--- config.mk ---
export PLATFORM = sky130hd
export DESIGN_NAME = ompss_axis_packet_arbiter_flat
export DESIGN_NICKNAME = d
export VERILOG_FILES = /design/src/rtl/ompss_axis_packet_arbiter_if.sv /design/src/rtl/ompss_axis_packet_arbiter.sv /design/src/flat_wrapper.sv
export SDC_FILE = /design/constraint.sdc
export NUM_CORES = 1
export LEC_CHECK = 0
export ABC_CLOCK_PERIOD_IN_PS = 2560
export CAP_MARGIN = 10
export CORE_AREA = 2 2 136 138
export DETAILED_ROUTE_END_ITERATION = 10
export DIE_AREA = 0 0 138 140
export PLACE_DENSITY = 0.63
export SLEW_MARGIN = 0
export SYNTH_ARGS = -nofsm -noshare
export SYNTH_HDL_FRONTEND = slang
export SYNTH_SLANG_ARGS = --single-unit
export TNS_END_PERCENT = 100
--- constraint.sdc ---
create_clock -name clk -period 2.56 [get_ports clk]
set_input_delay 0.256 -clock clk [delete_from_list [all_inputs] [get_ports clk]]
set_output_delay 0.256 -clock clk [all_outputs]
set_load 0.02 [all_outputs]
--- src/rtl/ompss_axis_packet_arbiter_if.sv ---
// rtl/ompss_axis_packet_arbiter_if.sv - NUM_PORTS slave streams in, one tid-tagged OmpSs AXI-Stream out.
interface ompss_axis_packet_arbiter_if #(
  parameter int NUM_PORTS = 4,
  parameter int ID_WIDTH  = 2
);
  logic [NUM_PORTS-1:0]    S_AXIS_tvalid;
  logic [NUM_PORTS-1:0]    S_AXIS_tready;
  logic [NUM_PORTS*64-1:0] S_AXIS_tdata;
  logic [NUM_PORTS*2-1:0]  S_AXIS_tdest;
  logic [NUM_PORTS-1:0]    S_AXIS_tlast;

  logic                    M_AXIS_tvalid;
  logic                    M_AXIS_tready;
  logic [63:0]             M_AXIS_tdata;
  logic [1:0]              M_AXIS_tdest;
  logic [ID_WIDTH-1:0]     M_AXIS_tid;
  logic                    M_AXIS_tlast;

  // Arbiter side: owns the shared output stream and the per-port ready bits.
  modport master (
    input  S_AXIS_tvalid, S_AXIS_tdata, S_AXIS_tdest, S_AXIS_tlast, M_AXIS_tready,
    output S_AXIS_tready, M_AXIS_tvalid, M_AXIS_tdata, M_AXIS_tdest, M_AXIS_tid, M_AXIS_tlast
  );

  modport slave (
    output S_AXIS_tvalid, S_AXIS_tdata, S_AXIS_tdest, S_AXIS_tlast, M_AXIS_tready,
    input  S_AXIS_tready, M_AXIS_tvalid, M_AXIS_tdata, M_AXIS_tdest, M_AXIS_tid, M_AXIS_tlast
  );
endinterface

--- src/rtl/ompss_axis_packet_arbiter.sv ---
// rtl/ompss_axis_packet_arbiter.sv - packet-granular round-robin merge of slave streams onto one output.
module ompss_axis_packet_arbiter #(
  parameter int NUM_PORTS = 4,
  parameter int ID_WIDTH  = 2
) (
  input  logic                       clk,
  input  logic                       aresetn,
  ompss_axis_packet_arbiter_if.master bus
);

  typedef enum logic {IDLE, LOCKED} state_t;

  state_t                state_q, state_d;
  logic [ID_WIDTH-1:0]   grant_q, grant_d;
  logic [ID_WIDTH-1:0]   last_grant_q, last_grant_d;

  logic                  m_valid_q, m_valid_d;
  logic [63:0]           m_data_q, m_data_d;
  logic [1:0]            m_dest_q, m_dest_d;
  logic [ID_WIDTH-1:0]   m_id_q, m_id_d;
  logic                  m_last_q, m_last_d;

  logic [2*NUM_PORTS-1:0] req_dbl;
  logic [NUM_PORTS-1:0]   req_rot;
  logic [ID_WIDTH:0]      rot_amt;
  int                     pick_sum;
  logic                   pick_found;
  logic [ID_WIDTH-1:0]    pick;

  logic                   out_free;
  logic                   accept;
  logic [NUM_PORTS-1:0]   s_ready;

  // Rotate requests so bit 0 is the port just after last_grant; lowest set bit wins.
  always_comb begin
    req_dbl    = {bus.S_AXIS_tvalid, bus.S_AXIS_tvalid};
    rot_amt    = {1'b0, last_grant_q} + (ID_WIDTH+1)'(1);
    req_rot    = NUM_PORTS'(req_dbl >> rot_amt);
    pick_found = 1'b0;
    pick_sum   = 0;
    for (int k = NUM_PORTS - 1; k >= 0; k--) begin
      if (req_rot[k]) begin
        pick_found = 1'b1;
        pick_sum   = int'(last_grant_q) + 1 + k;
      end
    end
    if (pick_sum >= NUM_PORTS) begin
      pick_sum = pick_sum - NUM_PORTS;
    end
    pick = ID_WIDTH'(pick_sum);
  end

  assign out_free = !m_valid_q || bus.M_AXIS_tready;
  assign accept   = (state_q == LOCKED) && bus.S_AXIS_tvalid[grant_q] && out_free;

  always_comb begin
    s_ready = '0;
    if (state_q == LOCKED) begin
      s_ready[grant_q] = out_free;
    end
  end

  always_comb begin
    state_d      = state_q;
    grant_d      = grant_q;
    last_grant_d = last_grant_q;
    case (state_q)
      IDLE: begin
        if (pick_found) begin
          grant_d = pick;
          state_d = LOCKED;
        end
      end
      LOCKED: begin
        // The lock is only released by an accepted tlast; a stalled source holds it forever.
        if (accept && bus.S_AXIS_tlast[grant_q]) begin
          last_grant_d = grant_q;
          state_d      = IDLE;
        end
      end
      default: state_d = IDLE;
    endcase
  end

  // Output register: a load may coincide with the drain of the previous beat.
  always_comb begin
    m_valid_d = m_valid_q;
    m_data_d  = m_data_q;
    m_dest_d  = m_dest_q;
    m_id_d    = m_id_q;
    m_last_d  = m_last_q;
    if (accept) begin
      m_valid_d = 1'b1;
      m_data_d  = bus.S_AXIS_tdata[{grant_q, 6'b0} +: 64];
      m_dest_d  = bus.S_AXIS_tdest[{grant_q, 1'b0} +: 2];
      m_id_d    = grant_q;
      m_last_d  = bus.S_AXIS_tlast[grant_q];
    end else if (m_valid_q && bus.M_AXIS_tready) begin
      m_valid_d = 1'b0;
    end
  end

  always_ff @(posedge clk or negedge aresetn) begin
    if (!aresetn) begin
      state_q      <= IDLE;
      grant_q      <= '0;
      last_grant_q <= ID_WIDTH'(NUM_PORTS - 1);
      m_valid_q    <= 1'b0;
      m_data_q     <= '0;
      m_dest_q     <= '0;
      m_id_q       <= '0;
      m_last_q     <= 1'b0;
    end else begin
      state_q      <= state_d;
      grant_q      <= grant_d;
      last_grant_q <= last_grant_d;
      m_valid_q    <= m_valid_d;
      m_data_q     <= m_data_d;
      m_dest_q     <= m_dest_d;
      m_id_q       <= m_id_d;
      m_last_q     <= m_last_d;
    end
  end

  assign bus.S_AXIS_tready = s_ready;
  assign bus.M_AXIS_tvalid = m_valid_q;
  assign bus.M_AXIS_tdata  = m_data_q;
  assign bus.M_AXIS_tdest  = m_dest_q;
  assign bus.M_AXIS_tid    = m_id_q;
  assign bus.M_AXIS_tlast  = m_last_q;

endmodule

--- src/flat_wrapper.sv ---
// flat-port wrapper written by rule: the top's interface ports become plain ports
module ompss_axis_packet_arbiter_flat 
#(
  parameter int NUM_PORTS = 4,
  parameter int ID_WIDTH  = 2
)
  (clk, aresetn, bus_S_AXIS_tvalid, bus_S_AXIS_tdata, bus_S_AXIS_tdest, bus_S_AXIS_tlast, bus_M_AXIS_tready, bus_S_AXIS_tready, bus_M_AXIS_tvalid, bus_M_AXIS_tdata, bus_M_AXIS_tdest, bus_M_AXIS_tid, bus_M_AXIS_tlast);
  ompss_axis_packet_arbiter_if #(.NUM_PORTS(NUM_PORTS), .ID_WIDTH(ID_WIDTH)) bus_i ();
  input  logic clk;
  input  logic aresetn;
  input wire logic [$bits(bus_i.S_AXIS_tvalid)-1:0] bus_S_AXIS_tvalid;
  input wire logic [$bits(bus_i.S_AXIS_tdata)-1:0] bus_S_AXIS_tdata;
  input wire logic [$bits(bus_i.S_AXIS_tdest)-1:0] bus_S_AXIS_tdest;
  input wire logic [$bits(bus_i.S_AXIS_tlast)-1:0] bus_S_AXIS_tlast;
  input wire logic [$bits(bus_i.M_AXIS_tready)-1:0] bus_M_AXIS_tready;
  output wire logic [$bits(bus_i.S_AXIS_tready)-1:0] bus_S_AXIS_tready;
  output wire logic [$bits(bus_i.M_AXIS_tvalid)-1:0] bus_M_AXIS_tvalid;
  output wire logic [$bits(bus_i.M_AXIS_tdata)-1:0] bus_M_AXIS_tdata;
  output wire logic [$bits(bus_i.M_AXIS_tdest)-1:0] bus_M_AXIS_tdest;
  output wire logic [$bits(bus_i.M_AXIS_tid)-1:0] bus_M_AXIS_tid;
  output wire logic [$bits(bus_i.M_AXIS_tlast)-1:0] bus_M_AXIS_tlast;
  assign bus_i.S_AXIS_tvalid = bus_S_AXIS_tvalid;
  assign bus_i.S_AXIS_tdata = bus_S_AXIS_tdata;
  assign bus_i.S_AXIS_tdest = bus_S_AXIS_tdest;
  assign bus_i.S_AXIS_tlast = bus_S_AXIS_tlast;
  assign bus_i.M_AXIS_tready = bus_M_AXIS_tready;
  assign bus_S_AXIS_tready = bus_i.S_AXIS_tready;
  assign bus_M_AXIS_tvalid = bus_i.M_AXIS_tvalid;
  assign bus_M_AXIS_tdata = bus_i.M_AXIS_tdata;
  assign bus_M_AXIS_tdest = bus_i.M_AXIS_tdest;
  assign bus_M_AXIS_tid = bus_i.M_AXIS_tid;
  assign bus_M_AXIS_tlast = bus_i.M_AXIS_tlast;
  ompss_axis_packet_arbiter #(.NUM_PORTS(NUM_PORTS), .ID_WIDTH(ID_WIDTH)) u_core (.clk(clk), .aresetn(aresetn), .bus(bus_i));
endmodule
==> results of run 1 <==
==> final cells by class <==
| type | instances | area (µm²) |
|---|---|---|
| Clock buffer | 9 | 225 |
| Tap cell | 229 | 287 |
| Sequential cell | 75 | 1880 |
| Inverter | 3 | 11.3 |
| Clock inverter | 7 | 98.8 |
| Timing Repair Buffer | 355 | 3580 |
| Multi-Input combinational cell | 168 | 2480 |
| Fill cell | 1553 | 9210 |
==> power groups by stage <==
stage / clock [µW] / combinational [µW] / sequential [µW]
2_1_floorplan: 0 / 2730 / 2830
3_3_place_gp: 0 / 5490 / 2220
3_5_place_dp: 0 / 5570 / 2240
4_1_cts: 1410 / 5590 / 2230
5_1_grt: 1470 / 5810 / 2310
6_report: 1360 / 5460 / 2220
==> routing by layer <==
layer	vias to the layer above	wire [µm]
met2	222	8010
met1	1925	5410
met4	0	299
li1	1781	-
met3	20	1330
met5	-	0
==> cells by family (layout without fill, tap and decap cells) <==
logic type,after synthesis,count (layout)
muxes,136,136
buffers and inverters,27,374
and+or+nand+nor,21,21
DFF,75,75
AOI/OAI and AO/OA,11,11
==> path summary, 6_finish.rpt <==
path	startpoint	endpoint	slack, ns
max in group asynchronous	aresetn	u_core.bus.M_AXIS_tdata[32]$_DFFE_PN0P_	1.85
worst max-delay path	bus_M_AXIS_tready	bus_S_AXIS_tready[2]	0.39
min in group clk	u_core.bus.M_AXIS_tlast$_DFFE_PN0P_	u_core.bus.M_AXIS_tlast$_DFFE_PN0P_	0.49
worst min register to register	u_core.bus.M_AXIS_tlast$_DFFE_PN0P_	u_core.bus.M_AXIS_tlast$_DFFE_PN0P_	0.49
worst min-delay path	aresetn	u_core.bus.M_AXIS_tdata[42]$_DFFE_PN0P_	0.001
worst max register to register	u_core.grant_q[0]$_DFFE_PN0P_	u_core.bus.M_AXIS_tdata[37]$_DFFE_PN0P_	0.55
==> per-stage QoR <==
stage	instances	total power [µW]	hold WS (ns)	utilization, %	area [µm²]
CTS	846	9230	0.0284	48.2	8570
global placement	830	7700	0.395	46.4	8250
detailed placement	830	7820	0.402	46.4	8250
finish	846	9040	0.00148	48.2	8570
global route	846	9590	0.0575	48.2	8570
floorplan	270	5560	-0.0396	-	4530
==> synth_stat cells <==
library cell   n  area (µm²)
a221oi_1       1        8.76
buf_2          7        35.0
buf_6          8        90.1
buf_1          1        3.75
nand2b_1       3        18.8
nor3_1         2        10.0
o32a_1         1        10.0
nand2_1        8        30.0
a31oi_1        1        6.26
clkbuf_1       8        30.0
nand3_1        1        5.00
nand4_1        1        6.26
nand3b_1       1        7.51
a21oi_1        1        5.00
dfrtp_1       73        1830
inv_1          3        11.3
mux2i_1        1        10.0
nor2_1         4        15.0
o21ai_0        4        20.0
o211ai_1       1        7.51
o2111ai_1      1        8.76
mux2_2        67         754
mux4_2        68        1530
nand3_4        1        17.5
dfstp_2        2        52.6
a21o_1         1        7.51
==> registers in the layout (all words and copies together) (netlist names) <==
name	count
u_core.bus.M_AXIS_tdata	64
u_core.bus.M_AXIS_tdest	2
u_core.bus.M_AXIS_tid	2
u_core.bus.M_AXIS_tlast	1
u_core.bus.M_AXIS_tvalid	1
u_core.grant_q	2
u_core.last_grant_q	2
u_core.state_q	1
==> worst max-delay path, stage by stage <==
cell             delay [ns]
clkdlybuf4s50_1        0.46
nand2b_1               0.27
nand2_1                0.12
nor3_1                 0.17
clkdlybuf4s50_1        0.64
==> metrics.yaml, run 1 <==
hpwl_um: 12700
fmax_mhz: 460
layout_common_cells: "347 x clkdlybuf4s50_1, 71 x dfrtp_1, 68 x mux4_2"
ctsResizeCount: 0
core.rowCount: 49
cts_hold_buf: 0
synth_xor_area_share_pct: 0
syn_nets: 545
grtUsageMet1_pct: 16.8
coreArea_um2: 17800
ff2ff_path_depth: 4
syn_to_final_growth_pct: 89.2
vias_per_cell: 4.67
hold_viol_final: 0
worstPathRequired_ns: 2.30
io_pins: 349
power_frac_seq_pct: 24.6
p_comb_share_pct: 60.4
cts_tree: "yes"
cts_sinks: 75
slew_headroom_pct: 46.5
numPortBuffers: 348
maxCapViolCount: 0
cts-root-buf: "clkbuf_16"
drv_slew: 0
ant_nets: 0
grt-busiest-layer: "met2"
start_util_pct: 25.5
grt_pass1_vias: 4366
startpoint_type: "primary input"
nets: 887
synth_area_um2: 4530
muxShareOfSynthArea_pct: 50.7
die_area_um2: 19300
grt_pass1_wl_um: 23600
skew_ns: 0.00700
postSynthCellCount: 270
clk_path_buf_depth: 2
dr.pass1.iters: 4
power_leakage_uw: 0.00326
grt_setup_unrepaired: "no"
finalSetupViolCount: 0
grt_overflow: 0
status: "complete, no violations"
post_cts_buffers: 0
h-tree-depth: 3
hold_class: "in2async"
synthSimpleGateAreaFrac_pct: 2.43
worstPathMaxFanout: 5
vias: 3948
dr.first_iter.drc_count: 99
wl_per_cell_um: 17.8
drc_errors: 0
powerDensity_nw_per_um2: 1050
netSwitchingFraction_pct: 35.3
grt_usage_pct: 15.6
synthAdderAreaFrac_pct: 0
min_period_over_period_pct: 85.0
ys_ff_latch: 75
clk_pin_slew_ns: 0.06
drive_above_1_share_pct: 26.6
ir_drop_mv: 0.642
drt-total-wl_um: 15000
synth_top_family_by_area: "multiplexers"
die_y_um: 140
cp.arrival_ns: 1.92
antenna_cells: 0
gp_congestion: 0.870
p_int_uw: 5840
worstMarginPinSlew_ns: 0.802
use_met3_pct: 5.03
period_needed_ns: 2.17
ys_warn_count: 0
grt_antenna_before_repair: 0
grt_max_degree: 65
insertion_delay_ns: 0.33
synth.avg_cell_area_um2: 16.8
cts_made_buffers: 9
mostFrequentLayoutCell: "clkdlybuf4s50_1"
tns_ns: 0
p_sw_uw: 3190
synth_compound_area_share_pct: 1.63
synth.distinct_cells: 26
met2_usage_pct: 28.6
ys_seq_area_share_pct: 41.5
critPathKind: "in2out"
cp-end-kind: "primary output"
setup_slack_ns: 0.385
die_x_um: 138
post-place-ws_ns: 0.286
pwr-share-clk_pct: 15.0
(Power assumes the default switching activity.)
==> run 2, diff against run 1 <==
--- a/config.mk
+++ b/config.mk
@@ -5,12 +5,12 @@
 export SDC_FILE = /design/constraint.sdc
 export NUM_CORES = 1
 export LEC_CHECK = 0
-export ABC_CLOCK_PERIOD_IN_PS = 2560
+export ABC_CLOCK_PERIOD_IN_PS = 2000
 export CAP_MARGIN = 10
 export CORE_AREA = 2 2 136 138
 export DETAILED_ROUTE_END_ITERATION = 10
 export DIE_AREA = 0 0 138 140
-export PLACE_DENSITY = 0.63
+export PLACE_DENSITY = 0.65
 export SLEW_MARGIN = 0
 export SYNTH_ARGS = -nofsm -noshare
 export SYNTH_HDL_FRONTEND = slang
==> constraint.sdc (replaced) <==
create_clock -name clk -period 2 [get_ports clk]
set_input_delay 0.2 -clock clk [delete_from_list [all_inputs] [get_ports clk]]
set_output_delay 0.2 -clock clk [all_outputs]
set_load 0.02 [all_outputs]
==> run 2 against run 1 <==
Compared with the run above:
- combinational power increased by 30%
- global-route usage grew 0.066 points
- first-iteration DRC count is 23% lower
- wire length up 1.8%
- clock power grew 29%
- core utilization increased by 0.61 points
- critical endpoint is now u_core.bus.M_AXIS_tdest[1]$_DFFE_PN0P_
- highest routed layer unchanged
==> metrics.yaml, run 2 (synthesis gave the netlist of run 1 again) <==
status: "complete, no violations"
slowest_delay_ns: 0.55  # -0.09 ns
grt_overflow: 0  # unchanged
gp_congestion: 0.911  # +4.6%
dr.pass1.iters: 6  # +2
period_needed_ns: 1.87
grt_pass1_vias: 4470  # +2.4%
mostFrequentLayoutCell: "clkdlybuf4s50_1"
syn_to_final_growth_pct: 91.6
grt_max_degree: 40  # -38%
tns_ns: 0  # unchanged
layout_common_cells: "343 x clkdlybuf4s50_1, 71 x dfrtp_1, 68 x mux4_2"
insertion_delay_ns: 0.34  # about the same
slew_headroom_pct: 67.1  # +21 points
finalSetupViolCount: 0  # unchanged
vias: 3996  # +1.2%
cts-root-buf: "clkbuf_16"
worstPathRequired_ns: 2.22  # -0.08 ns
fin_cells: 857  # +1.3%
maxCapViolCount: 0  # unchanged
critPathKind: "reg2reg"
cts_made_buffers: 9  # unchanged
dp_cells: 840  # +1.2%
die_x_um: 138  # unchanged
numPortBuffers: 348  # unchanged
grt_pass1_wl_um: 23800  # +0.88%
core.rowCount: 49  # unchanged
grt_usage_pct: 15.7  # +0.066 points
fmax_mhz: 535
drv_slew: 0  # unchanged
vias_per_cell: 4.66  # about the same
cp-end-kind: "flip-flop"
cts_tree: "yes"
drive_above_1_share_pct: 27.7  # +1.1 points
worst_path_max_delay_cell: "mux4_2"
min_period_over_period_pct: 93.5
place_area_um2: 8350  # +1.2%
start_util_pct: 25.5  # unchanged
largest_register_ffs: 64  # unchanged
skew_ns: 0.00378  # -0.00322 ns
pwr-share-clk_pct: 15.0  # about the same
io_pins: 349  # unchanged
clk_path_buf_depth: 2  # unchanged
startpoint_type: "flip-flop"
hold_viol_final: 0  # unchanged
totalPowerFinal_uw: 11700  # +29%
nets: 898  # +1.2%
finalInstanceArea_um2: 8680  # +1.3%
die_area_um2: 19300  # unchanged
p_int_uw: 7590  # +30%
ir_drop_mv: 0.679  # +5.7%
die_y_um: 140  # unchanged
p_comb_share_pct: 60.8  # +0.4 points
clk_pin_slew_ns: 0.06  # about the same
netSwitchingFraction_pct: 35.1  # -0.26 points
hold_class: "in2async"
path_cells: "mux4_2, nand3_4, buf_12, mux2_2"
coreArea_um2: 17800  # unchanged
ant_nets: 0  # unchanged
grt_antenna_before_repair: 0  # unchanged
drc_errors: 0  # unchanged
worst-r2r-setup-slack_ns: 0.13  # -0.42 ns
wl_per_cell_um: 17.9  # +0.49%
grt_setup_unrepaired: "no"
cp.arrival_ns: 2.09  # +0.17 ns
p_sw_uw: 4100  # +28%
worstPathMaxFanout: 32  # +27
dr.first_iter.drc_count: 76  # -23%
antenna_cells: 0  # unchanged
worstMarginPinSlew_ns: 0.494  # -0.308 ns
h-tree-depth: 3  # unchanged
power_leakage_uw: 0.00333  # +2.3%
powerDensity_nw_per_um2: 1350  # +28%
hpwl_um: 12700  # +0.60%
cts_sinks: 75  # unchanged
drt-total-wl_um: 15300  # +1.8%
power_frac_seq_pct: 24.2  # -0.4 points
## run 2: cell count changes in the layout (fill, tap and decap cells not counted)
| cell | delta |
|---|---|
| clkbuf_8 | +1 |
| dlygate4sd2_1 | +4 |
| inv_6 | -2 |
| clkinvlp_4 | +1 |
| clkdlybuf4s50_1 | -4 |
| buf_12 | +2 |
| buf_4 | +8 |
| dlygate4sd3_1 | +1 |
## run 2: timing repair
| item | CTS | global route |
|---|---|---|
| hold buffers | 1 | 0 |
| endpoints found under the setup margin | 4 | 0 |
| setup buffers | 0 | 0 |
| gates resized for setup | 4 | 0 |
| hold endpoints to repair | 34 | 0 |
## run 2: cell type report
type	instances	area, µm²
Clock buffer	10	239
Timing Repair Buffer	366	3690
Sequential cell	75	1880
Multi-Input combinational cell	168	2480
Inverter	3	11.3
Clock inverter	6	88.8
Fill cell	1563	9100
Tap cell	229	287
## run 2: final timing paths
kind	end	depth (start not counted)	start
hold reg to reg	u_core.bus.M_AXIS_tid[1]$_DFFE_PN0P_	2	u_core.bus.M_AXIS_tid[1]$_DFFE_PN0P_
setup reg to reg	u_core.bus.M_AXIS_tdest[1]$_DFFE_PN0P_	4	u_core.grant_q[0]$_DFFE_PN0P_
min in group clk	u_core.bus.M_AXIS_tid[1]$_DFFE_PN0P_	2	u_core.bus.M_AXIS_tid[1]$_DFFE_PN0P_
setup / recovery	u_core.bus.M_AXIS_tdest[1]$_DFFE_PN0P_	4	u_core.grant_q[0]$_DFFE_PN0P_
hold / removal	u_core.bus.M_AXIS_tdata[54]$_DFFE_PN0P_	2	aresetn
max in group asynchronous	u_core.bus.M_AXIS_tdata[55]$_DFFE_PN0P_	3	aresetn
## run 2: metrics by stage
step | hold slack (ns) | setup slack, ns | utilization (%)
4_1_cts | 0.396 | 0.108 | 48.8
5_1_grt | 0.434 | 0.0183 | 48.8
2_1_floorplan | -0.0956 | 0.237 | -
3_5_place_dp | 0.200 | -0.00730 | 46.9
6_report | 0.381 | 0.130 | 48.8
3_3_place_gp | 0.188 | 0.0175 | 46.9
## run 2: power by group through the flow
| stage | sequential (µW) | combinational [µW] | clock (µW) |
|---|---|---|---|
| finish | 2830 | 7110 | 1750 |
| global route | 2930 | 7550 | 1870 |
| CTS | 2840 | 7250 | 1820 |
| detailed placement | 2850 | 7260 | 0 |
| global placement | 2820 | 7150 | 0 |
| floorplan | 3620 | 3500 | 0 |
## run 2: critical path: cells and delay by family (launching register included)
kind | cells | cell delay (ns)
DFF | 1 | 0.47
and+or+nand+nor | 1 | 0.14
muxes | 2 | 0.91
buffers and inverters | 1 | 0.21
## run 2: metal layers
| layer | up-vias | routed length, µm | track usage (%) |
|---|---|---|---|
| met3 | 15 | 1410 | 6.12 |
| li1 | 1797 | - | - |
| met1 | 1957 | 5340 | 16.1 |
| met4 | 0 | 171 | 3.65 |
| met2 | 227 | 8400 | 29.9 |
| met5 | - | 0 | 0 |
==> run 3, diff against run 2 <==
--- a/config.mk
+++ b/config.mk
@@ -8,6 +8,7 @@
 export ABC_CLOCK_PERIOD_IN_PS = 2000
 export CAP_MARGIN = 10
 export CORE_AREA = 2 2 136 138
+export CTS_CLUSTER_SIZE = 30
 export DETAILED_ROUTE_END_ITERATION = 10
 export DIE_AREA = 0 0 138 140
 export PLACE_DENSITY = 0.65
==> results of run 3 <==
Same layout as run 2: the final DEF is identical, and so are final timing and power.
